--- config.mk ---
export PLATFORM = sky130hd
export DESIGN_NAME = hzu_scoreboard
export DESIGN_NICKNAME = d
export VERILOG_FILES = /design/src/rtl/hzu_scoreboard_pkg.sv /design/src/rtl/hzu_stall_counter.sv /design/src/rtl/hzu_scoreboard.sv
export SDC_FILE = /design/constraint.sdc
export NUM_CORES = 1
export LEC_CHECK = 0
export ABC_AREA = 0
export CORE_UTILIZATION = 25
export DETAILED_ROUTE_END_ITERATION = 7
export GPL_TIMING_DRIVEN = 0
export HOLD_SLACK_MARGIN = 0.06
export SLEW_MARGIN = 0
export SYNTH_ARGS = -nofsm -noshare
export SYNTH_HDL_FRONTEND = slang
export SYNTH_SLANG_ARGS = --single-unit
--- constraint.sdc ---
create_clock -name clk -period 5.3 [get_ports clk]
set_input_delay 0.53 -clock clk [delete_from_list [all_inputs] [get_ports clk]]
set_output_delay 0.53 -clock clk [all_outputs]
set_load 0.01 [all_outputs]
--- src/rtl/hzu_scoreboard_pkg.sv ---
// ---------------------------------------------------------------------------
// hzu_scoreboard_pkg
// Shared types for the fetch/decode hazard unit: thread id, instruction
// format, history entry layout and small opcode-classification helpers.
// No ports (package).
// ---------------------------------------------------------------------------
package hzu_scoreboard_pkg;

    localparam int HZU_NTHREADS = 4;
    localparam int HZU_TID_W    = (HZU_NTHREADS > 1) ? $clog2(HZU_NTHREADS) : 1;
    localparam int REG_W        = 5;

    typedef logic [HZU_TID_W-1:0] threadid_t;
    typedef logic [REG_W-1:0]     regidx_t;

    typedef enum logic [3:0] {
        OP_NOP  = 4'd0,
        OP_ADD  = 4'd1,
        OP_SUB  = 4'd2,
        OP_AND  = 4'd3,
        OP_OR   = 4'd4,
        OP_ADDI = 4'd5,
        OP_LDB  = 4'd6,
        OP_LDW  = 4'd7,
        OP_STB  = 4'd8,
        OP_STW  = 4'd9,
        OP_BEQ  = 4'd10,
        OP_JMP  = 4'd11
    } op_t;

    typedef struct packed {
        op_t     op;
        regidx_t dst;
        regidx_t src1;
        regidx_t src2;
    } instr_t;

    typedef struct packed {
        logic      valid;
        threadid_t thread;
        regidx_t   dst;
        logic      wr;
        logic      st;
    } history_entry_t;

    // True for opcodes that produce a register result in dst.
    function automatic logic writes_dst(instr_t i);
        case (i.op)
            OP_ADD, OP_SUB, OP_AND, OP_OR, OP_ADDI, OP_LDB, OP_LDW: return 1'b1;
            default:                                                return 1'b0;
        endcase
    endfunction

    // True for opcodes whose src2 field names a register that is read
    // (stores read it as the data operand, branches as the comparand).
    function automatic logic reads_src2(instr_t i);
        case (i.op)
            OP_ADD, OP_SUB, OP_AND, OP_OR, OP_STB, OP_STW, OP_BEQ: return 1'b1;
            default:                                               return 1'b0;
        endcase
    endfunction

    function automatic logic is_mem(instr_t i);
        case (i.op)
            OP_LDB, OP_LDW, OP_STB, OP_STW: return 1'b1;
            default:                        return 1'b0;
        endcase
    endfunction

    function automatic logic is_store(instr_t i);
        return (i.op == OP_STB) || (i.op == OP_STW);
    endfunction

endpackage

--- src/rtl/hzu_stall_counter.sv ---
// ---------------------------------------------------------------------------
// hzu_stall_counter
// One saturating event counter; holds at all-ones instead of wrapping.
// Ports:
//   clk      clock
//   rst      asynchronous active-high reset, clears the count
//   i_inc    count one event this cycle
//   o_count  current count (CNT_W bits)
// ---------------------------------------------------------------------------
module hzu_stall_counter #(
    parameter int CNT_W = 16
) (
    input  logic             clk,
    input  logic             rst,
    input  logic             i_inc,
    output logic [CNT_W-1:0] o_count
);

    logic [CNT_W-1:0] r_count;

    // Increment on request, but freeze once every bit is set so a long
    // stall never makes the counter look small again.
    always_ff @(posedge clk or posedge rst) begin
        if (rst) begin
            r_count <= '0;
        end else if (i_inc && (r_count != '1)) begin
            r_count <= r_count + CNT_W'(1);
        end
    end

    assign o_count = r_count;

endmodule

--- src/rtl/hzu_scoreboard.sv ---
// ---------------------------------------------------------------------------
// hzu_scoreboard
// Same-cycle issue/stall decision for the fetch/decode boundary. Keeps a
// DEPTH-deep shift register of issued instructions (thread, dst, writes,
// store) and blocks same-thread RAW readers, loads/stores right behind a
// store (optional, all threads), and candidates that missed or are flushed.
// Ports:
//   clk, rst              clock, asynchronous active-high reset
//   in_valid              candidate instruction present
//   in_thread, in_instr   candidate thread and instruction
//   itlb_miss/icache_miss fetch misses for the candidate
//   flush, flush_thread   squash history of one thread at the next edge
//   issue                 candidate accepted this cycle
//   stall                 candidate blocked by RAW/MEM hazard, hold it
//   cause                 {miss/flush, MEM, RAW}, zero while in_valid=0
//   stall_cnt             per-thread saturating stall counters
// ---------------------------------------------------------------------------
module hzu_scoreboard
    import hzu_scoreboard_pkg::*;
#(
    parameter int NTHREADS      = HZU_NTHREADS,
    parameter int DEPTH         = 8,
    parameter int MEM_SERIALIZE = 1,
    parameter int CNT_W         = 16
) (
    input  logic                      clk,
    input  logic                      rst,
    input  logic                      in_valid,
    input  threadid_t                 in_thread,
    input  instr_t                    in_instr,
    input  logic                      itlb_miss,
    input  logic                      icache_miss,
    input  logic                      flush,
    input  threadid_t                 flush_thread,
    output logic                      issue,
    output logic                      stall,
    output logic [2:0]                cause,
    output logic [NTHREADS*CNT_W-1:0] stall_cnt
);

    history_entry_t r_hist     [DEPTH];
    history_entry_t w_histNext [DEPTH];
    logic           w_raw;
    logic           w_mem;
    logic           w_miss;
    logic           w_incVec   [NTHREADS];

    // RAW search over the whole history. Several matching writers simply
    // OR together into one raw flag; other threads' writers are ignored.
    always_comb begin
        w_raw = 1'b0;
        for (int i = 0; i < DEPTH; i++) begin
            if (r_hist[i].valid && r_hist[i].wr && (r_hist[i].thread == in_thread) &&
                ((r_hist[i].dst == in_instr.src1) ||
                 (reads_src2(in_instr) && (r_hist[i].dst == in_instr.src2)))) begin
                w_raw = 1'b1;
            end
        end
        w_raw = w_raw & in_valid;
    end

    // Memory serialisation looks only at the youngest entry and deliberately
    // ignores thread: the memory port is shared by all threads. A miss or a
    // flush of the candidate's own thread means fetch will refetch, so it
    // kills issue without counting as a stall.
    always_comb begin
        w_mem  = (MEM_SERIALIZE != 0) && in_valid && r_hist[0].valid &&
                 r_hist[0].st && is_mem(in_instr);
        w_miss = itlb_miss || icache_miss || (flush && (flush_thread == in_thread));
        issue  = in_valid && !w_raw && !w_mem && !w_miss;
        stall  = in_valid && (w_raw || w_mem) && !w_miss;
        cause  = {in_valid && w_miss, w_mem, w_raw};
    end

    // Next history: the accepted candidate (or a bubble) enters at slot 0,
    // everything else moves one slot older, then the flushed thread's
    // entries are invalidated. An issued candidate can never belong to the
    // flushed thread, so clearing slot 0 too is harmless.
    always_comb begin
        w_histNext[0] = '0;
        if (issue) begin
            w_histNext[0].valid  = 1'b1;
            w_histNext[0].thread = in_thread;
            w_histNext[0].dst    = in_instr.dst;
            w_histNext[0].wr     = writes_dst(in_instr);
            w_histNext[0].st     = is_store(in_instr);
        end
        for (int i = 1; i < DEPTH; i++) begin
            w_histNext[i] = r_hist[i-1];
        end
        for (int i = 0; i < DEPTH; i++) begin
            if (flush && (w_histNext[i].thread == flush_thread)) begin
                w_histNext[i].valid = 1'b0;
            end
        end
    end

    // History register; reset empties it immediately so no stale writer
    // survives into the first cycle after reset release.
    always_ff @(posedge clk or posedge rst) begin
        if (rst) begin
            for (int i = 0; i < DEPTH; i++) begin
                r_hist[i] <= '0;
            end
        end else begin
            for (int i = 0; i < DEPTH; i++) begin
                r_hist[i] <= w_histNext[i];
            end
        end
    end

    // One saturating stall counter per thread, bumped when that thread's
    // candidate is stalled.
    for (genvar t = 0; t < NTHREADS; t++) begin : g_cnt
        assign w_incVec[t] = stall && (in_thread == threadid_t'(t));

        hzu_stall_counter #(
            .CNT_W (CNT_W)
        ) u_cnt (
            .clk     (clk),
            .rst     (rst),
            .i_inc   (w_incVec[t]),
            .o_count (stall_cnt[t*CNT_W +: CNT_W])
        );
    end

endmodule

======== Yosys cells after proc, flatten, opt, wreduce, memory -nomap -nowiden ========
Cells that the tools add are included.
cells by class
  reduce and logical (&&, ||, !) cells .... 77
  bitwise gates (word level) .............. 1
  muxes and demuxes ....................... 20
  equality and inequality tests ........... 50
  $add $sub $neg .......................... 4
operators by type and width
  kind                                                             number
  5-bit == test                                                    16
  16-bit by 1-bit adder with 16-bit output, second input constant  4
  16-bit != test, second input constant                            4
  1-bit logical AND                                                58
  2-bit == test                                                    17
  1-bit two-way mux                                                19
  4-bit by 3-bit == test with 1-bit output, second input constant  4
  7-bit OR reduction                                               2
  4-bit == test, second input constant                             3
  1-bit logical OR                                                 12
  10-bit two-way mux                                               1
  4-bit by 2-bit == test with 1-bit output, second input constant  2
  2-bit == test, second input constant                             2
  4-bit by 1-bit == test with 1-bit output, second input constant  1
  4-bit OR reduction                                               1
  1-bit zero test                                                  3
  2-bit by 1-bit == test with 1-bit output, second input constant  1
  2-bit zero test                                                  1
  1-bit AND                                                        1
word-level totals
  input bits .............................. 29
  register bits ........................... 137

======== Logic depth before layout (Yosys ltp) ========
Gate-level depths: netlist (run 1).
  word-level depth ........................ 23
  depth in mapped cells ................... 10
  mapped depth without buffers ............ 9

======== Hierarchy ========
Synthesis (run 1) repeated with hierarchy kept, for this count alone.
unflattened totals
  cell total of the unflattened synthesis .. 598
  area, all modules ....................... 6,794.0 sq um
modules (own cells, without submodules)
  module             area each (sq um)  cells each  seq. area each (sq um)  times used
  hzu_scoreboard     3,570.9            314         1,826.8                 1
  hzu_stall_counter  805.8              71          400.4                   4

======== Worst setup path before layout (run 1) ========
Ideal clock, no wire load.
  kind .................................... input -> output
  start point ............................. in in_thread[0]
  end point ............................... out issue
  arrival ................................. 2,237 ps
  stages .................................. 8
  data required time ...................... 4,770 ps
  path slack .............................. 2,533 ps
  buffers on the path ..................... 3
  path through ............................ buf_2 -> buf_4 -> xnor2_1 -> nand4_1 -> a21oi_1 -> nor4_1 -> and3_1 -> clkbuf_1
on the way
  word-level cells in the longest chain between the ends .. 16
RTL lines
  item                             RTL line              text
  start, declared                  hzu_scoreboard.sv:29  input threadid_t in_thread,
  2-bit == test                    hzu_scoreboard.sv:53  if (r_hist[i].valid && r_hist[i].wr && (r_hist[i].thread == in_thread) &&
  1-bit logical AND (2 in series)  hzu_scoreboard.sv:53
  1-bit two-way mux (8 in series)  hzu_scoreboard.sv:53
  1-bit AND                        hzu_scoreboard.sv:59  w_raw = w_raw & in_valid;
  1-bit zero test                  hzu_scoreboard.sv:70  issue = in_valid && !w_raw && !w_mem && !w_miss;
  1-bit logical AND (2 in series)  hzu_scoreboard.sv:70
  1-bit logical AND *              hzu_scoreboard.sv:70
  end, declared                    hzu_scoreboard.sv:35  output logic issue,
Mark *: on every way between the ends. The rest lies on a longest branch, timed or not.

======== Worst setup path in the final report (run 1) ========
  start point ............................. in in_instr[16] (netlist name)
  end point ............................... out issue
on the way
  word-level cells in the longest chain between the ends .. 19
RTL lines
  item                                         RTL line                                            text
  start, declared                              hzu_scoreboard.sv:30                                input instr_t in_instr,
  4-bit == test, or another cell as far along  hzu_scoreboard_pkg.sv:57, hzu_scoreboard_pkg.sv:64
  7-bit OR reduction                           hzu_scoreboard_pkg.sv:57                            case (i.op)
  1-bit two-way mux                            hzu_scoreboard_pkg.sv:57
  1-bit logical AND                            hzu_scoreboard.sv:55                                (reads_src2(in_instr) && (r_hist[i].dst == in_instr.src2)))) begin
  1-bit logical OR                             hzu_scoreboard.sv:54                                ((r_hist[i].dst == in_instr.src1) ||
  1-bit logical AND                            hzu_scoreboard.sv:53
  1-bit two-way mux (8 in series)              hzu_scoreboard.sv:53
  1-bit AND                                    hzu_scoreboard.sv:59
  1-bit zero test                              hzu_scoreboard.sv:70
  1-bit logical AND                            hzu_scoreboard.sv:70
  1-bit logical AND * (2 in series)            hzu_scoreboard.sv:70
Marks and branches as above.

==> results.py, run 1 <==
metrics = {
    "worst_setup_path": {
        "r2r_end": "g_cnt[1].u_cnt.o_count[14]$_DFFE_PP0P_",
        "cp_max_fo": 10,
        "r2r_cells": 9,
        "slowest_stage": "nor4_1",
        "worst_setup_path_start_kind": "input port",
        "cp_common_cell": "clkdlybuf4s50_1",
        "path_cells": "clkdlybuf4s50_1, nor2_1, a221oi_4, nand4_1, a21oi_1, nor4_1, and3_1, clkbuf_1, clkdlybuf4s50_1",
        "rrSetupSlack_ns": 2.37,
        "r2r_start": "r_hist[27]$_DFF_PP0_",
        "crit_family": "simple AND/OR/NAND/NOR gates",
        "worstPathRequired_ns": 4.77,
        "critPathKind": "input port to output port",
        "crit_buf_inv": 3,
        "crit_path_end_kind": "output port",
        "cp.arrival_ns": 3.94,
        "cpPeakStageDelay_ns": 0.97,
    },
    "detailed_routing": {
        "routed-wl-met3_mm": 1.06,
        "drt-met1-wl_mm": 7.21,
        "dr_wl_met2_mm": 6.68,
        "top_layer_used": "met4",
        "drt_iter0_drc": 231,
        "firstDrtPassIters": 4,
        "wl_per_cell_microns": 14.7,
        "vias_per_cell": 4.41,
        "antenna_left": 0,
        "remaining_drc_errors": 0,
        "routed_wl_mm": 15.1,
        "vias": 4530,
    },
    "power_and_ir_drop": {
        "ir_drop_mv": 0.172,
        "clkPwrFrac_pct": 51.4,
        "p_total_mw": 2.51,
        "p_per_area_mw_per_mm2": 297,
        "power_frac_seq_pct": 42.8,
        "combPwrFrac_pct": 5.8,
        "netSwitchingFraction_pct": 22.8,
        "p_sw_uw": 574,
        "power.leakage_nw": 3.77,
        "p_int_mw": 1.94,
    },
    "yosys": {
        "ys_seq_elements": 137,
        "ys_warn_count": 0,
        "synth_area_leaders": "dfrtp_1, xor2_1, xnor2_1",
        "synth_nets": 615,
        "syn_inst": 582,
        "synth_edf_count": 0,
        "synth_top_area_cell": "dfrtp_1",
        "synth_top_area_share_pct": 52.3,
        "syn_avg_cell_area_sq_um": 11.3,
        "synthArstFlopShare_pct": 100,
        "ys_types": 42,
        "synth_top_flop_cell": "dfrtp_1",
        "ys_seq_area_share_pct": 52.3,
        "syn_area_sq_mm": 0.00656,
    },
    "cells_and_area": {
        "diodes": 0,
        "drive_gt1_share_pct": 10.5,
        "final_core_util_pct": 33.3,
        "finalNonFillerCells": 1027,
        "syn_to_final_growth_pct": 29.1,
        "nets": 717,
    },
    "sta": {
        "tns_ns": 0,
        "tightest_slew_ns": 1.18,
        "relSlewSlack_pct": 20.7,
        "period_needed_ns": 4.47,
        "fin_crit_sh_pct": 84.3,
        "clock.fmax_mhz": 224,
        "finalSetupViolCount": 0,
        "rsz0062_at_grt": "false",
        "slew_viol_final": 0,
        "fin_skew_ns": 0.00879,
        "hold_viol": 0,
        "holdWs_ns": 0.366,
    },
    "clock_network": {
        "htreeDepth": 4,
        "cts_setup_buffers": 0,
        "tritoncts": "built",
        "cts.clk_slew.worst_paths_ns": 0.06,
        "root_buffer": "clkbuf_16",
        "post_cts_resized": 0,
        "clock_latency_ns": 0.41,
        "numCtsBuffers": 17,
        "holdBufCountCts": 0,
        "cts_sinks": 137,
        "cts_max_path_buffers": 2,
    },
    "placement": {
        "place.gp.congestion": 0.757,
        "dp_hpwl_mm": 10.9,
        "io_buffers": 82,
        "dp.cells": 995,
    },
    "floorplanning": {
        "coreArea_sq_mm": 0.0255,
        "pin_count": 98,
        "die_area_sq_mm": 0.0269,
        "die_h_microns": 164,
        "std_cell_rows": 58,
        "start_util_pct": 25.8,
        "die_w_microns": 164,
    },
    "global_routing": {
        "antenna_found_initial": 0,
        "first_global_vias": 4724,
        "grt_max_degree": 94,
        "grt_use_total_pct": 12.1,
        "grt.overflow.total": 0,
        "grt_first_pass_wirelength_mm": 24.9,
    },
    "min_path": {
        "hold_class": "flop to flop",
        "min_from": "r_hist[31]$_DFF_PP0_",
        "hold_depth": 0,
        "hold_path_end": "r_hist[21]$_DFF_PP0_",
    },
    "status": {
        "outcome": "finished, final reports clean",
    },
    "job": {
        "maxCapViolCount": 0,
    },
}
-- synth_stat cells (2+ instances only) --
library cell,n
xor2_1,92
nand2_1,25
nand4_1,31
xnor2_1,79
clkbuf_1,8
nor4_2,5
and3_1,14
nor4_1,13
nor2_1,13
nor2b_1,3
o31ai_1,2
nor3_1,30
buf_2,18
a21oi_1,7
dfrtp_1,137
and4_1,5
mux2_2,5
ha_1,4
buf_4,4
nand3_1,32
and2_1,13
inv_1,14
a31oi_1,9
-- worst register-to-register path: stages, from the launching register on --
cell and delay, ns:
dfrtp_1 0.40, xor2_1 0.20, nor3_1 0.09, nand4_1 0.14
o21ai_0 0.11, nor4_1 0.90, a21oi_1 0.43, buf_2 0.33
nand4_1 0.13, xnor2_1 0.12
-- how the worst max path moves through the flow --
stage | start | end | slack, ns | cells past startpoint
2_1_floorplan | rst | g_cnt[0].u_cnt.o_count[0]$_DFFE_PP0P_ | 1.10 | 1
3_3_place_gp | rst | r_hist[26]$_DFF_PP0_ | -1.01 | 2
3_5_place_dp | in_instr[16] | issue | 0.82 | 9
4_1_cts | in_instr[16] | issue | 0.81 | 9
5_1_grt | in_instr[16] | issue | 0.50 | 9
6_report | in_instr[16] | issue | 0.83 | 9
-- registers in the layout, summed over array words and instances (netlist names) --
| name | flops |
|---|---|
| g_cnt.u_cnt.o_count | 64 |
| r_hist | 73 |
-- area by class of cell --
cell class | count | area (sq um)
multi-input cells | 400 | 2920
clock inverters | 13 | 191
plain buffers | 31 | 161
clock buffers | 19 | 453
repair buffers | 83 | 848
well taps | 330 | 413
inverters | 14 | 57.6
fillers | 2549 | 17000
flip-flops and latches | 137 | 3430
-- power by group through the flow --
stage / Sequential, mW / Combinational [mW] / Clock, mW
2_1_floorplan: 1.09 / 0.105 / 0
3_3_place_gp: 1.09 / 0.145 / 0
3_5_place_dp: 1.09 / 0.150 / 0
5_1_grt: 1.08 / 0.167 / 1.37
4_1_cts: 1.07 / 0.151 / 1.32
6_report: 1.07 / 0.146 / 1.29
-- cell families after synthesis --
| family | Yosys count | synth area share (%) |
|---|---|---|
| AND/OR/NAND/NOR | 193 | 16.9 |
| XOR/XNOR | 171 | 22.8 |
| flip-flops | 137 | 52.3 |
| buffers and inverters | 45 | 3.26 |
| AO/OA/AOI/OAI | 27 | 3.09 |
| multiplexers | 5 | 0.858 |
| adder cells (fa/ha/maj) | 4 | 0.763 |
-- per-layer routing --
metal,vias up,track usage (%)
met5,-,0
met4,0,3.45
met3,10,4.65
met2,94,18.2
met1,2233,15.9
li1,2193,-
-- cells in the final DEF (no fill, tap or decap), drive strengths merged, types with 4 or more instances in the layout --
cell           synthesis  routed
dfrtp                137     137
xor2                  92      92
clkdlybuf4s50          0      82
xnor2                 79      79
nand3                 32      32
nand4                 31      31
nor3                  30      30
clkbuf                 8      27
nand2                 25      25
buf                   23      24
nor4                  18      18
inv                   14      16
and3                  14      14
nor2                  13      13
and2                  13      13
a31oi                  9       9
a21oi                  8       8
and4                   5       5
mux2                   5       5
ha                     4       4
bufinv                 0       4
clkinv                 0       4
-- through the flow --
stage	setup slack, ns	instance area (sq um)
finish	0.833	8470
detailed placement	0.822	7830
global route	0.499	8470
floorplan	1.10	6560
CTS	0.810	8470
global placement	-1.01	7790
Power figures use the tool's default switching activity.
==> run 2, diff against run 1 <==
==> constraint.sdc (replaced) <==
create_clock -name clk -period 3.8 [get_ports clk]
set_input_delay 0.38 -clock clk [delete_from_list [all_inputs] [get_ports clk]]
set_output_delay 0.38 -clock clk [all_outputs]
set_load 0.01 [all_outputs]
==> run 2 against run 1 <==
Against the previous run: first-iteration DRC count shrank 21%; cell area shrank 0.16%; worst hold slack gained 0.0031 ns; routed wire length grew 0.11%; clock skew shrank 0.00068 ns; critical endpoint is now stall; largest cell class unchanged; largest power group unchanged.
==> results.py, run 2 (synthesis results as in run 1) <==
metrics = {
    "floorplanning": {
        "start_util_pct": 25.8,
        "die_w_microns": 164,
        "die_area_sq_mm": 0.0269,
        "pin_count": 98,
        "coreArea_sq_mm": 0.0255,
        "die_h_microns": 164,
        "std_cell_rows": 58,
    },
    "power_and_ir_drop": {
        "p_total_mw": 3.33,
        "netSwitchingFraction_pct": 25.0,
        "combPwrFrac_pct": 6.3,
        "p_int_mw": 2.50,
        "power.leakage_nw": 3.75,
        "p_sw_uw": 832,
        "power_frac_seq_pct": 45.0,
        "clkPwrFrac_pct": 48.8,
        "p_per_area_mw_per_mm2": 394,
        "ir_drop_mv": 0.242,
    },
    "detailed_routing": {
        "drt_iter0_drc": 182,
        "antenna_left": 0,
        "vias_per_cell": 4.39,
        "wl_per_cell_microns": 14.7,
        "firstDrtPassIters": 4,
        "routed_wl_mm": 15.1,
        "vias": 4506,
        "remaining_drc_errors": 0,
    },
    "placement": {
        "dpl_cell_area_sq_mm": 0.00786,
        "dpl_worst_slack_ns": -0.382,
        "io_buffers": 82,
        "dp_hpwl_mm": 11.2,
        "place.gp.congestion": 0.773,
    },
    "sta": {
        "finalSetupViolCount": 0,
        "holdWs_ns": 0.369,
        "setup_slack_ns": 0.172,
        "slew_viol_final": 0,
        "rsz0062_at_grt": "false",
        "period_needed_ns": 3.63,
        "fin_crit_sh_pct": 95.5,
        "relSlewSlack_pct": 42.1,
        "clock.fmax_mhz": 276,
        "fin_skew_ns": 0.00811,
        "tightest_slew_ns": 0.866,
        "hold_viol": 0,
    },
    "status": {
        "outcome": "finished, final reports clean",
    },
    "global_routing": {
        "first_global_vias": 4666,
        "grt.overflow.total": 0,
        "grt_first_pass_wirelength_mm": 24.8,
        "antenna_found_initial": 0,
        "grt_use_total_pct": 12.1,
        "grt_max_degree": 40,
    },
    "worst_setup_path": {
        "cp_common_cell": "clkdlybuf4s50_1",
        "cp_max_fo": 14,
        "path_cells": "clkdlybuf4s50_1, a21o_1, a221oi_4, nand4_1, a211o_1, nor4b_4, a21bo_4, inv_1, clkdlybuf4s50_1",
        "rrSetupSlack_ns": 0.85,
        "cp.arrival_ns": 3.25,
        "cpPeakStageDelay_ns": 0.54,
        "slowest_stage": "a221oi_4",
        "critPathKind": "input port to output port",
        "crit_path_end_kind": "output port",
        "worstPathRequired_ns": 3.42,
        "worst_setup_path_start_kind": "input port",
    },
    "clock_network": {
        "cts_setup_buffers": 0,
        "cts.clk_slew.worst_paths_ns": 0.06,
        "cts_max_path_buffers": 2,
        "numCtsBuffers": 17,
        "clock_latency_ns": 0.42,
        "htreeDepth": 4,
        "cts_sinks": 137,
        "tritoncts": "built",
        "root_buffer": "clkbuf_16",
    },
    "cells_and_area": {
        "finalInstanceArea_sq_mm": 0.00846,
        "syn_to_final_growth_pct": 28.9,
        "drive_gt1_share_pct": 11.0,
        "diodes": 0,
        "fill_cells": 2557,
        "final_common_cell": "dfrtp_1",
        "nets": 717,
        "regMostFlops": "r_hist",
        "largest_reg_flops": 73,
        "final_cell_mix": "dfrtp_1, xor2_1, clkdlybuf4s50_1",
    },
    "job": {
        "maxCapViolCount": 0,
    },
    "min_path": {
        "hold_class": "input port to flop",
    },
}
## run 2: cell types whose count changed in the layout (fill, tap and decap cells not counted), moves of 2 or more
cell       delta
bufinv_16     -3
buf_12        +3
inv_6         +2
a21oi_1       -2
## run 2: final cells by class
class	instances	area (sq um)	share of cell area, %
buffer	29	153	1.80
clock inverter	14	139	1.64
inverter	14	56.3	0.666
multi-input combinational	400	2950	34.9
sequential	137	3430	40.5
timing repair buffer	85	881	10.4
tap	330	413	4.88
clock buffer	18	439	5.19
## run 2: worst paths after layout
kind / depth (start not counted) / start / to
max: 9 / in_instr[18] / stall
min: 2 / flush / r_hist[59]$_DFF_PP0_
max reg2reg: 9 / r_hist[77]$_DFF_PP0_ / g_cnt[1].u_cnt.o_count[14]$_DFFE_PP0P_
min reg2reg: 0 / r_hist[21]$_DFF_PP0_ / r_hist[11]$_DFF_PP0_
max in group asynchronous: 4 / rst / r_hist[61]$_DFF_PP0_
min in group asynchronous: 2 / rst / g_cnt[2].u_cnt.o_count[2]$_DFFE_PP0P_
## run 2: critical path: cells and delay by family
family          cells  cell delay (ns)
compound gates      4             1.43
buf+inv             3             1.08
simple gates        2             0.35
## run 2: power groups by stage
stage,Combinational (mW),Clock (mW),Sequential [mW]
6_report,0.209,1.63,1.50
2_1_floorplan,0.147,0,1.52
5_1_grt,0.237,1.74,1.50
3_3_place_gp,0.204,0,1.53
4_1_cts,0.216,1.67,1.50
3_5_place_dp,0.214,0,1.53
## run 2: timing repair
action | 4_1_cts | 5_1_grt
endpoints found under the hold margin | 0 | 0
resized for setup | 3 | 2
hold buffers | 0 | 0
gates cloned | 0 | 0
pin swaps | 0 | 1
setup endpoints to repair | 3 | 2
## run 2: through the flow
stage | utilization, % | setup TNS (ns) | std cells
2_1_floorplan | - | 0 | 582
3_3_place_gp | 30.6 | -0.585 | 994
3_5_place_dp | 30.8 | -0.782 | 997
4_1_cts | 33.2 | 0 | 1028
5_1_grt | 33.2 | 0 | 1027
6_report | 33.2 | 0 | 1027
## run 2: metal layers
metal  global-route usage (%)  wire length, microns  vias up
li1                         -                     -     2198
met1                     16.0                  7100     2188
met2                     18.3                  6740      104
met3                     4.62                  1110       16
met4                     3.16                   160        0
met5                        0                     0        -
==> run 3, diff against run 2 <==
--- a/config.mk
+++ b/config.mk
@@ -10,6 +10,7 @@
 export DETAILED_ROUTE_END_ITERATION = 7
 export GPL_TIMING_DRIVEN = 0
 export HOLD_SLACK_MARGIN = 0.06
+export PLACE_DENSITY = 0.46
 export SLEW_MARGIN = 0
 export SYNTH_ARGS = -nofsm -noshare
 export SYNTH_HDL_FRONTEND = slang
==> constraint.sdc (replaced) <==
create_clock -name clk -period 3.91 [get_ports clk]
set_input_delay 0.391 -clock clk [delete_from_list [all_inputs] [get_ports clk]]
set_output_delay 0.391 -clock clk [all_outputs]
set_load 0.01 [all_outputs]
==> run 3 against run 2 <==
Against the previous run: first-iteration DRC count is 1.1% higher; sequential share of layout area is 0.084 points lower; global-route usage is 0.62 points higher; utilization is 0.069 points higher; non-clock buffer count is 1 higher.
==> results.py, run 3 (synthesis results as in run 1) <==
metrics = {
    "clock_network": {
        "cts_sinks": 137,
        "cts.clk_slew.worst_paths_ns": 0.06,
        "cts_max_path_buffers": 2,
        "root_buffer": "clkbuf_16",
        "htreeDepth": 4,
        "holdBufCountCts": 0,
        "numCtsBuffers": 17,
        "tritoncts": "built",
        "clock_latency_ns": 0.42,
        "cts_setup_buffers": 0,
    },
    "sta": {
        "fin_crit_sh_pct": 94.0,
        "clock.fmax_mhz": 272,
        "setup_slack_ns": 0.236,
        "relSlewSlack_pct": 53.6,
        "hold_viol": 0,
        "holdWs_ns": 0.335,
        "slew_viol_final": 0,
        "finalSetupViolCount": 0,
        "tightest_slew_ns": 0.690,
        "period_needed_ns": 3.67,
        "fin_skew_ns": 0.0128,
        "rsz0062_at_grt": "false",
        "tns_ns": 0,
    },
    "cells_and_area": {
        "drive_gt1_share_pct": 11.0,
        "largest_reg_flops": 73,
        "regMostFlops": "r_hist",
        "final_core_util_pct": 33.3,
        "finalNonFillerCells": 1030,
        "nets": 718,
        "final_cell_mix": "dfrtp_1, xor2_1, clkdlybuf4s50_1",
        "syn_to_final_growth_pct": 29.2,
        "final_common_cell": "dfrtp_1",
        "finalInstanceArea_sq_mm": 0.00847,
    },
    "worst_setup_path": {
        "cp_max_fo": 8,
        "worstPathRequired_ns": 3.52,
        "rrSetupSlack_ns": 1.12,
        "endpoint": "cause[0]",
        "r2r_end": "g_cnt[2].u_cnt.o_count[1]$_DFFE_PP0P_",
        "critPathKind": "input port to output port",
        "crit_path_end_kind": "output port",
        "worst_setup_path_start_kind": "input port",
        "r2r_cells": 9,
        "r2r_start": "r_hist[77]$_DFF_PP0_",
        "cp.arrival_ns": 3.28,
        "setup.worst_path.start": "in_instr[17]",
    },
    "detailed_routing": {
        "wl_per_cell_microns": 15.4,
        "antenna_left": 0,
        "remaining_drc_errors": 0,
        "vias": 4603,
        "vias_per_cell": 4.47,
        "routed_wl_mm": 15.9,
        "drt_iter0_drc": 184,
        "firstDrtPassIters": 4,
    },
    "placement": {
        "dp_hpwl_mm": 11.6,
        "dpl_worst_slack_ns": -0.285,
        "dpl_cell_area_sq_mm": 0.00786,
        "io_buffers": 82,
        "dp.cells": 997,
        "place.gp.congestion": 0.790,
    },
    "power_and_ir_drop": {
        "power.leakage_nw": 3.78,
        "p_per_area_mw_per_mm2": 388,
        "ir_drop_mv": 0.198,
        "p_total_mw": 3.29,
    },
    "floorplanning": {
        "die_w_microns": 164,
        "pin_count": 98,
        "start_util_pct": 25.8,
        "std_cell_rows": 58,
        "die_h_microns": 164,
        "die_area_sq_mm": 0.0269,
        "coreArea_sq_mm": 0.0255,
    },
    "global_routing": {
        "grt_first_pass_wirelength_mm": 26.1,
        "grt.overflow.total": 0,
        "grt_use_total_pct": 12.7,
        "first_global_vias": 4920,
        "grt_max_degree": 41,
        "antenna_found_initial": 1,
    },
    "min_path": {
        "hold_class": "input port to flop",
        "min_from": "in_instr[18]",
        "hold_depth": 2,
    },
    "job": {
        "maxCapViolCount": 0,
    },
    "status": {
        "outcome": "finished, final reports clean",
    },
}
-- run 3: cell type report --
type	instances	area [sq um]
well taps	330	413
inverters	14	56.3
clock inverters	12	125
multi-input cells	400	2940
fillers	2572	17000
clock buffers	20	467
repair buffers	85	883
plain buffers	30	156
diodes	2	5.00
flip-flops and latches	137	3430
-- run 3: timing repair --
action,CTS,global route
pin swaps,0,2
endpoints found under the setup margin,3,2
gates resized for setup,2,3
-- run 3: worst max-delay path, cell delays in order --
cell	delay, ns
clkdlybuf4s50_1	0.50
a21o_1	0.22
a221oi_4	0.54
nand4_1	0.27
o21ai_0	0.26
nor4_4	0.11
a31oi_1	0.29
buf_4	0.17
clkdlybuf4s50_1	0.51
-- run 3: layer usage --
layer / vias to the layer above / GRT usage [%] / wire (microns)
li1: 2198 / - / -
met3: 9 / 4.02 / 753
met5: - / 0 / 13
met4: 2 / 3.83 / 111
met1: 2306 / 16.8 / 7640
met2: 88 / 19.7 / 7340
-- run 3: worst min-delay path by stage --
stage	to	slack (ns)
2_1_floorplan	r_hist[61]$_DFF_PP0_	0.35
3_3_place_gp	r_hist[21]$_DFF_PP0_	0.36
3_5_place_dp	r_hist[61]$_DFF_PP0_	0.36
4_1_cts	r_hist[61]$_DFF_PP0_	0.37
5_1_grt	r_hist[71]$_DFF_PP0_	0.34
6_report	r_hist[71]$_DFF_PP0_	0.34
-- run 3: power by group --
| part | leakage, nW | total, mW | switching [mW] | internal (mW) |
|---|---|---|---|---|
| registers | 1.89 | 1.46 | 0.0187 | 1.44 |
| logic | 1.60 | 0.205 | 0.120 | 0.0848 |
| clock network | 0.296 | 1.63 | 0.675 | 0.950 |
